<file path="config.mk">
export PLATFORM = sky130hd
export DESIGN_NAME = rot_stim_gen
export DESIGN_NICKNAME = d
export VERILOG_FILES = /design/src/rtl/rot_stim_gen.sv
export SDC_FILE = /design/constraint.sdc
export NUM_CORES = 1
export LEC_CHECK = 0
export ABC_AREA = 1
export ABC_CLOCK_PERIOD_IN_PS = 1900
export BUFFER_PORTS_ARGS = -buffer_cell sky130_fd_sc_hd__clkbuf_2
export CORE_ASPECT_RATIO = 0.6
export CORE_MARGIN = 2
export CORE_UTILIZATION = 30
export DETAILED_ROUTE_END_ITERATION = 10
export HOLD_SLACK_MARGIN = 0.15
export SETUP_SLACK_MARGIN = 0.5
export SLEW_MARGIN = 10
export SYNTH_ARGS = -nofsm -noshare
export SYNTH_HDL_FRONTEND = slang
export SYNTH_SLANG_ARGS = --single-unit
</file>
<file path="constraint.sdc">
create_clock -name CLK50MHZ -period 1.9 [get_ports CLK50MHZ]
set_input_delay 0 -clock CLK50MHZ [delete_from_list [all_inputs] [get_ports CLK50MHZ]]
set_output_delay 0 -clock CLK50MHZ [all_outputs]
set_load 0.02 [all_outputs]
</file>
<file path="src/rtl/rot_stim_gen.sv">
// Rotary-encoder stimulus generator: turns rotate/press/hold commands into quadrature,
// push-button waveforms with optional programmable contact bounce.
module rot_stim_gen #(
    parameter int PHASE_TICKS  = 4,
    parameter int BOUNCE_TICKS = 0,
    parameter int PRESS_TICKS  = 16,
    parameter int STEP_W       = 8
) (
    input  logic              CLK50MHZ,
    input  logic              RST,
    input  logic              cmd_valid,
    output logic              cmd_ready,
    input  logic [1:0]        cmd_op,
    input  logic [STEP_W-1:0] cmd_steps,
    output logic              ROT_A,
    output logic              ROT_B,
    output logic              ROT_CENTER,
    output logic              done,
    output logic [STEP_W-1:0] steps_done
);

    localparam int MAXT = (PHASE_TICKS > PRESS_TICKS) ? PHASE_TICKS : PRESS_TICKS;
    localparam int TW   = $clog2(MAXT + 1);
    localparam logic [TW-1:0] PH_LAST = TW'(PHASE_TICKS - 1);
    localparam logic [TW-1:0] PR_LAST = TW'(PRESS_TICKS - 1);

    typedef enum logic [1:0] {S_IDLE, S_ROT, S_PRESS, S_HOLD} state_t;

    state_t            r_state, w_state_nxt;
    logic [TW-1:0]     r_tick, w_tick_nxt;
    logic [1:0]        r_ph, w_ph_nxt;
    logic [STEP_W-1:0] r_cnt, w_cnt_nxt;
    logic [STEP_W-1:0] r_sd, w_sd_nxt;
    logic [STEP_W-1:0] r_len, w_len_nxt;
    logic              r_left, w_left_nxt;
    logic              r_a, r_b, r_c, r_ready, r_done;
    logic              w_accept, w_a_nxt, w_b_nxt, w_c_nxt;

    // Within the first 2*BOUNCE_TICKS cycles of an edge, odd cycles fall back to the old level.
    function automatic logic bounce_old(input logic [TW-1:0] k);
        return (int'(k) < 2 * BOUNCE_TICKS) && k[0];
    endfunction

    function automatic logic [1:0] ab_new(input logic left, input logic [1:0] ph);
        case (ph)
            2'd0:    return left ? 2'b01 : 2'b10;
            2'd1:    return 2'b11;
            2'd2:    return left ? 2'b10 : 2'b01;
            default: return 2'b00;
        endcase
    endfunction

    // Old level of phase 0 is the level reached at the end of phase 3 (rest).
    function automatic logic [1:0] ab_at(input logic left, input logic [1:0] ph,
                                         input logic [TW-1:0] k);
        return bounce_old(k) ? ab_new(left, ph - 2'd1) : ab_new(left, ph);
    endfunction

    function automatic logic press_at(input logic falling, input logic [TW-1:0] k);
        return bounce_old(k) ? falling : ~falling;
    endfunction

    assign w_accept = cmd_valid && (r_state == S_IDLE);

    always_comb begin
        w_state_nxt = r_state;
        w_tick_nxt  = r_tick;
        w_ph_nxt    = r_ph;
        w_cnt_nxt   = r_cnt;
        w_sd_nxt    = r_sd;
        w_len_nxt   = r_len;
        w_left_nxt  = r_left;
        case (r_state)
            S_IDLE: begin
                if (w_accept) begin
                    w_tick_nxt = '0;
                    w_ph_nxt   = 2'd0;
                    w_cnt_nxt  = '0;
                    w_len_nxt  = cmd_steps;
                    w_left_nxt = cmd_op[0];
                    case (cmd_op)
                        2'b10:   w_state_nxt = S_PRESS;
                        2'b11:   w_state_nxt = S_HOLD;
                        default: begin
                            w_state_nxt = S_ROT;
                            w_sd_nxt    = '0;
                        end
                    endcase
                end
            end
            S_ROT: begin
                if (r_len == '0) begin
                    w_state_nxt = S_IDLE;
                end else if (r_tick == PH_LAST) begin
                    w_tick_nxt = '0;
                    w_ph_nxt   = r_ph + 2'd1;
                    if (r_ph == 2'd3) begin
                        w_sd_nxt = r_sd + STEP_W'(1);
                        if (r_sd + STEP_W'(1) == r_len) w_state_nxt = S_IDLE;
                    end
                end else begin
                    w_tick_nxt = r_tick + TW'(1);
                end
            end
            S_HOLD: begin
                if (r_len == '0) begin
                    w_state_nxt = S_IDLE;
                end else if (r_tick == PH_LAST) begin
                    w_tick_nxt = '0;
                    w_cnt_nxt  = r_cnt + STEP_W'(1);
                    if (r_cnt + STEP_W'(1) == r_len) w_state_nxt = S_IDLE;
                end else begin
                    w_tick_nxt = r_tick + TW'(1);
                end
            end
            default: begin
                // Press: ph[0] selects the rising (0) or falling (1) half.
                if (r_tick == PR_LAST) begin
                    w_tick_nxt = '0;
                    w_ph_nxt   = r_ph + 2'd1;
                    if (r_ph[0]) w_state_nxt = S_IDLE;
                end else begin
                    w_tick_nxt = r_tick + TW'(1);
                end
            end
        endcase

        // Outputs are computed for the cycle the next-state values describe, then registered.
        w_a_nxt = 1'b0;
        w_b_nxt = 1'b0;
        w_c_nxt = 1'b0;
        if (w_state_nxt == S_ROT && w_len_nxt != '0)
            {w_a_nxt, w_b_nxt} = ab_at(w_left_nxt, w_ph_nxt, w_tick_nxt);
        if (w_state_nxt == S_PRESS)
            w_c_nxt = press_at(w_ph_nxt[0], w_tick_nxt);
    end

    always_ff @(posedge CLK50MHZ) begin
        if (RST) begin
            r_state <= S_IDLE;
            r_tick  <= '0;
            r_ph    <= 2'd0;
            r_cnt   <= '0;
            r_sd    <= '0;
            r_a     <= 1'b0;
            r_b     <= 1'b0;
            r_c     <= 1'b0;
            r_ready <= 1'b1;
            r_done  <= 1'b0;
        end else begin
            r_state <= w_state_nxt;
            r_tick  <= w_tick_nxt;
            r_ph    <= w_ph_nxt;
            r_cnt   <= w_cnt_nxt;
            r_sd    <= w_sd_nxt;
            r_a     <= w_a_nxt;
            r_b     <= w_b_nxt;
            r_c     <= w_c_nxt;
            r_ready <= (w_state_nxt == S_IDLE);
            r_done  <= (r_state != S_IDLE) && (w_state_nxt == S_IDLE);
        end
    end

    // Command operands only matter once a command is accepted, so they carry no reset.
    always_ff @(posedge CLK50MHZ) begin
        r_len  <= w_len_nxt;
        r_left <= w_left_nxt;
    end

    assign ROT_A      = r_a;
    assign ROT_B      = r_b;
    assign ROT_CENTER = r_c;
    assign cmd_ready  = r_ready;
    assign done       = r_done;
    assign steps_done = r_sd;

endmodule
</file>
==> summary.md <==
| Metric | Value |
|---|---|
| Reg2reg path depth | 14 |
| Core Footprint | approximately 7800 sq um |
| Lkg Pwr | roughly 1.6 nW |
| Diode count | 0 |
| Yosys warning total | 0 |
| Critical path depth | 14 |
| Cell area after synthesis | approximately 2400 sq um |
| Setup Skew | 0.006265 ns |
| Reg-to-reg setup timing slack | about 0.095 ns |
| Final instance area | 3590 sq um |
| Hold Slack | 0.2072 ns |
| Initial antenna violation count | 0 |
| Worst path cell trace | ha_4, inv_4, nor2_4, nand2_4, nor2_4, nand2_1, nor2_1, nand3_1, nor2_1, nand3_1, nand2_1, nand3_2, buf_4, nor2_1 |
| Routability cong. | 0.9423 |
| Top-count cell post-synth | nand2_1 |
| Share of cells above drive strength 1 | between 30% and 40% |
| GRT Total Usage | between 15 and 20% |
| Post-synth top flop | dfxtp_1 |
| Highest Clock Rate | between 0.5 and 0.6 GHz |
| Min cycle time layout | roughly 1.8 ns |
| Die Y | around 73 microns |
| CTS H-tree lvls | 2 |
| Final nets | between 400 and 500 |
| FP Rows | 25 |
| Final Hold Fails | 0 |
| Grt ovf | 0 |
| Slew Viols, Final | 0 |
| Hold Path Class | input port to register |
| Largest family of logic cells by synthesized area | simple AND/OR/NAND/NOR gates |
| Crit path kind | register to register |
| Mux cell area share after synthesis | 0% |
| Layout area overhead | 51.48% |
| Total negative slack | 0 ns |
| Initial Util | ~31% |
| Post-synthesis xor/xnor area fraction | between 1 and 1.5% |
| Clk buf depth | 2 |
| ANT nets after route | 0 |
| Post-synth top area cell | dfxtp_1 |
| Die ar. | approximately 8600 sq um |
| First-pass GRT wire length | between 10,000 and 15,000 microns |
| CP Capture Type | register |
| Final core occ | a little under half |
| Compound-gate portion of the synthesized area | 12.25% |
| Post-synth EDFFs | 0 |
| CTS buffer count | 5 |
| Gate Count Post-Synth | 383 |
| FILL cells | 800 |
| Max-slew headroom at the worst pin | 75.69% |
| Post-route non-filler standard cell count | ~570 |
| PD cells | slightly below 800 nW/um^2 |
| Drt pass-1 iters | 5 |
| Starting DRT DRC Count | 267 |
| DR WL/cell | roughly 14 microns |
| Number of synthesized register bits | 39 |
| Clk_lat worst skew | approximately 0.29 ns |
| CP max-delay cell | dfxtp_2 |
| Slowest cell delay on critical path | around 0.36 ns |
| Kind of start point of the critical path | register |
| CTS Sinks | 39 |
| Mapped Nets | between 400 and 500 |
| RSZ-0062 raised after global routing | yes |
| Register area share after synthesis | between 30% and 40% |
| Routed wire length | around 8000 microns |
| CP bufs+invs | 2 |
| Vias/cell | a little under 5 |
| VDD IR max | 0.4625 mV |
| Largest net degree at the start of global routing | 18 |
| WP data required | 2.13 ns |
| Top-area cell type share of the netlist area | approximately 33% |
| Synthesized-area fraction occupied by adder cells | about 3.2% |
| Die Wd | 118.7 microns |
| Post-synthesis simple-gate area fraction | roughly 40% |
| Most common library cells after synthesis | nand2_1 (103), inv_1 (60), nor2_1 (49) |
| Setup Viol. Count Final | 0 |
| Input/output buffers | 25 |
| Worst path arrival time | around 2.0 ns |
| Asr flop ratio synth | 0% |
| DRC | 0 |
| CTS clk-pin slew, worst paths | 0.06 ns |
| Top delay family on crit path | simple AND/OR/NAND/NOR gates |
| DR vias | 2,741 |
| CTS root buffer | clkbuf_16 |
| CP Max Fanout | 6 |
| CP most frequent cell | nor2_1 |
| DP Wirelength | between 5000 and 6000 microns |
| Status | complete, no violations |
| Worst Max-Slew Pin Slew | roughly 0.36 ns |
| Synth Area per Inst | just over 6 sq um |
| Placed cell areas | ~2800 sq um |
| Crit share post-route | 95.00% |
| TritonCTS clock tree | built |
| Synth top area cells | dfxtp_1 (33%), nand2_1 (16%), inv_1 (9.5%), nor2_1 (7.8%), nand3_1 (7.6%) |
| I/O pin total | 26 |
| WHS Path Cells | 4 |
| Number of global-route vias before repair | approximately 2.4k |
| Cells after DPL | 521 |
| Synth cell types | 29 |
| Maxcap violations | 0 |
[state kept, by name, summed over array words and instances (netlist names)]
signal / flops
done: 1
ROT_A: 1
r_tick: 5
r_left: 1
ROT_CENTER: 1
r_state: 2
r_cnt: 8
r_len: 8
steps_done: 8
cmd_ready: 1
r_ph: 2
ROT_B: 1
[cells by family after synthesis]
| group | count (synthesis) |
|---|---|
| xor gates and xnor gates | 4 |
| AOI/OAI and AO/OA | 50 |
| adders and majority gates | 6 |
| and+or+nand+nor | 217 |
| DFF | 39 |
| buffers and inverters | 67 |
[worst reg2reg max path: stages, from the launching register on]
cell     delay [ns]
dfxtp_2        0.36
ha_4           0.17
inv_4          0.05
nor2_4         0.10
nand2_4        0.09
nor2_4         0.12
nand2_1        0.06
nor2_1         0.09
nand3_1        0.09
nor2_1         0.09
nand3_1        0.08
nand2_1        0.08
nand3_2        0.11
buf_4          0.16
nor2_1         0.08
[power breakdown]
group	switching, W	internal, W
clock	0.000365	0.000627
combinational	0.000519	0.000322
sequential	0.0000896	0.000910
[stage by stage]
stage | power [W] | worst slack, ns
2_1_floorplan | 0.001418 | 0.3115
3_3_place_gp | 0.001635 | 0.03204
3_5_place_dp | 0.001632 | -0.003422
4_1_cts | 0.002710 | 0.1344
5_1_grt | 0.002975 | -0.03741
6_report | 0.002833 | 0.09494
[final cells by class]
cell class	instances	area (sq um)	area share, %
flip-flops and latches	39	814.5	22.69
clock buffers	5	125.1	3.486
repair buffers	70	534.3	14.88
clock inverters	3	47.55	1.325
inverters	62	237.7	6.623
well taps	108	135.1	3.764
multi-input cells	278	1695	47.23
[final timing paths]
check                                from          to
worst max-delay path            r_tick[1]  ROT_CENTER
worst min-delay path            cmd_valid      r_left
worst max register to register  r_tick[1]  ROT_CENTER
worst min register to register   r_cnt[6]    r_cnt[6]
[cell usage in the layout, fill, tap and decap left out, types with 4 or more instances in the layout]
cell and instances:
o21ai_1 8, clkbuf_2 25, dfxtp_4 5, nand3_1 31, o21ai_0 9, nand3_2 4
nor2_2 13, nand4_1 5, dlygate4sd3_1 11, a21oi_1 7, ha_4 4, o21ai_2 5
nand2_4 7, nor2_4 6, nand2_2 9, dfxtp_2 12, buf_4 27, dfxtp_1 22
inv_1 49, nor2_1 35, buf_6 5, clkbuf_16 5, a21oi_2 5, inv_2 11
a211oi_2 6, nand2_1 93
[what timing repair did]
action / in CTS / in global routing
cloned: 1 / 0
gates resized for setup: 53 / 47
hold endpoints to repair: 16 / 0
setup buffers: 10 / 14
pin swaps: 21 / 18
hold buffers: 11 / 0
setup endpoints to repair: 30 / 35
[routing by layer]
layer / share of wire [%] / track usage, %
met1: 50 / 27.08
met2: 41 / 25.03
met3: 6.7 / 2.734
met4: 1.6 / 6.085
met5: 0 / 0
(Power assumes the default switching activity.)
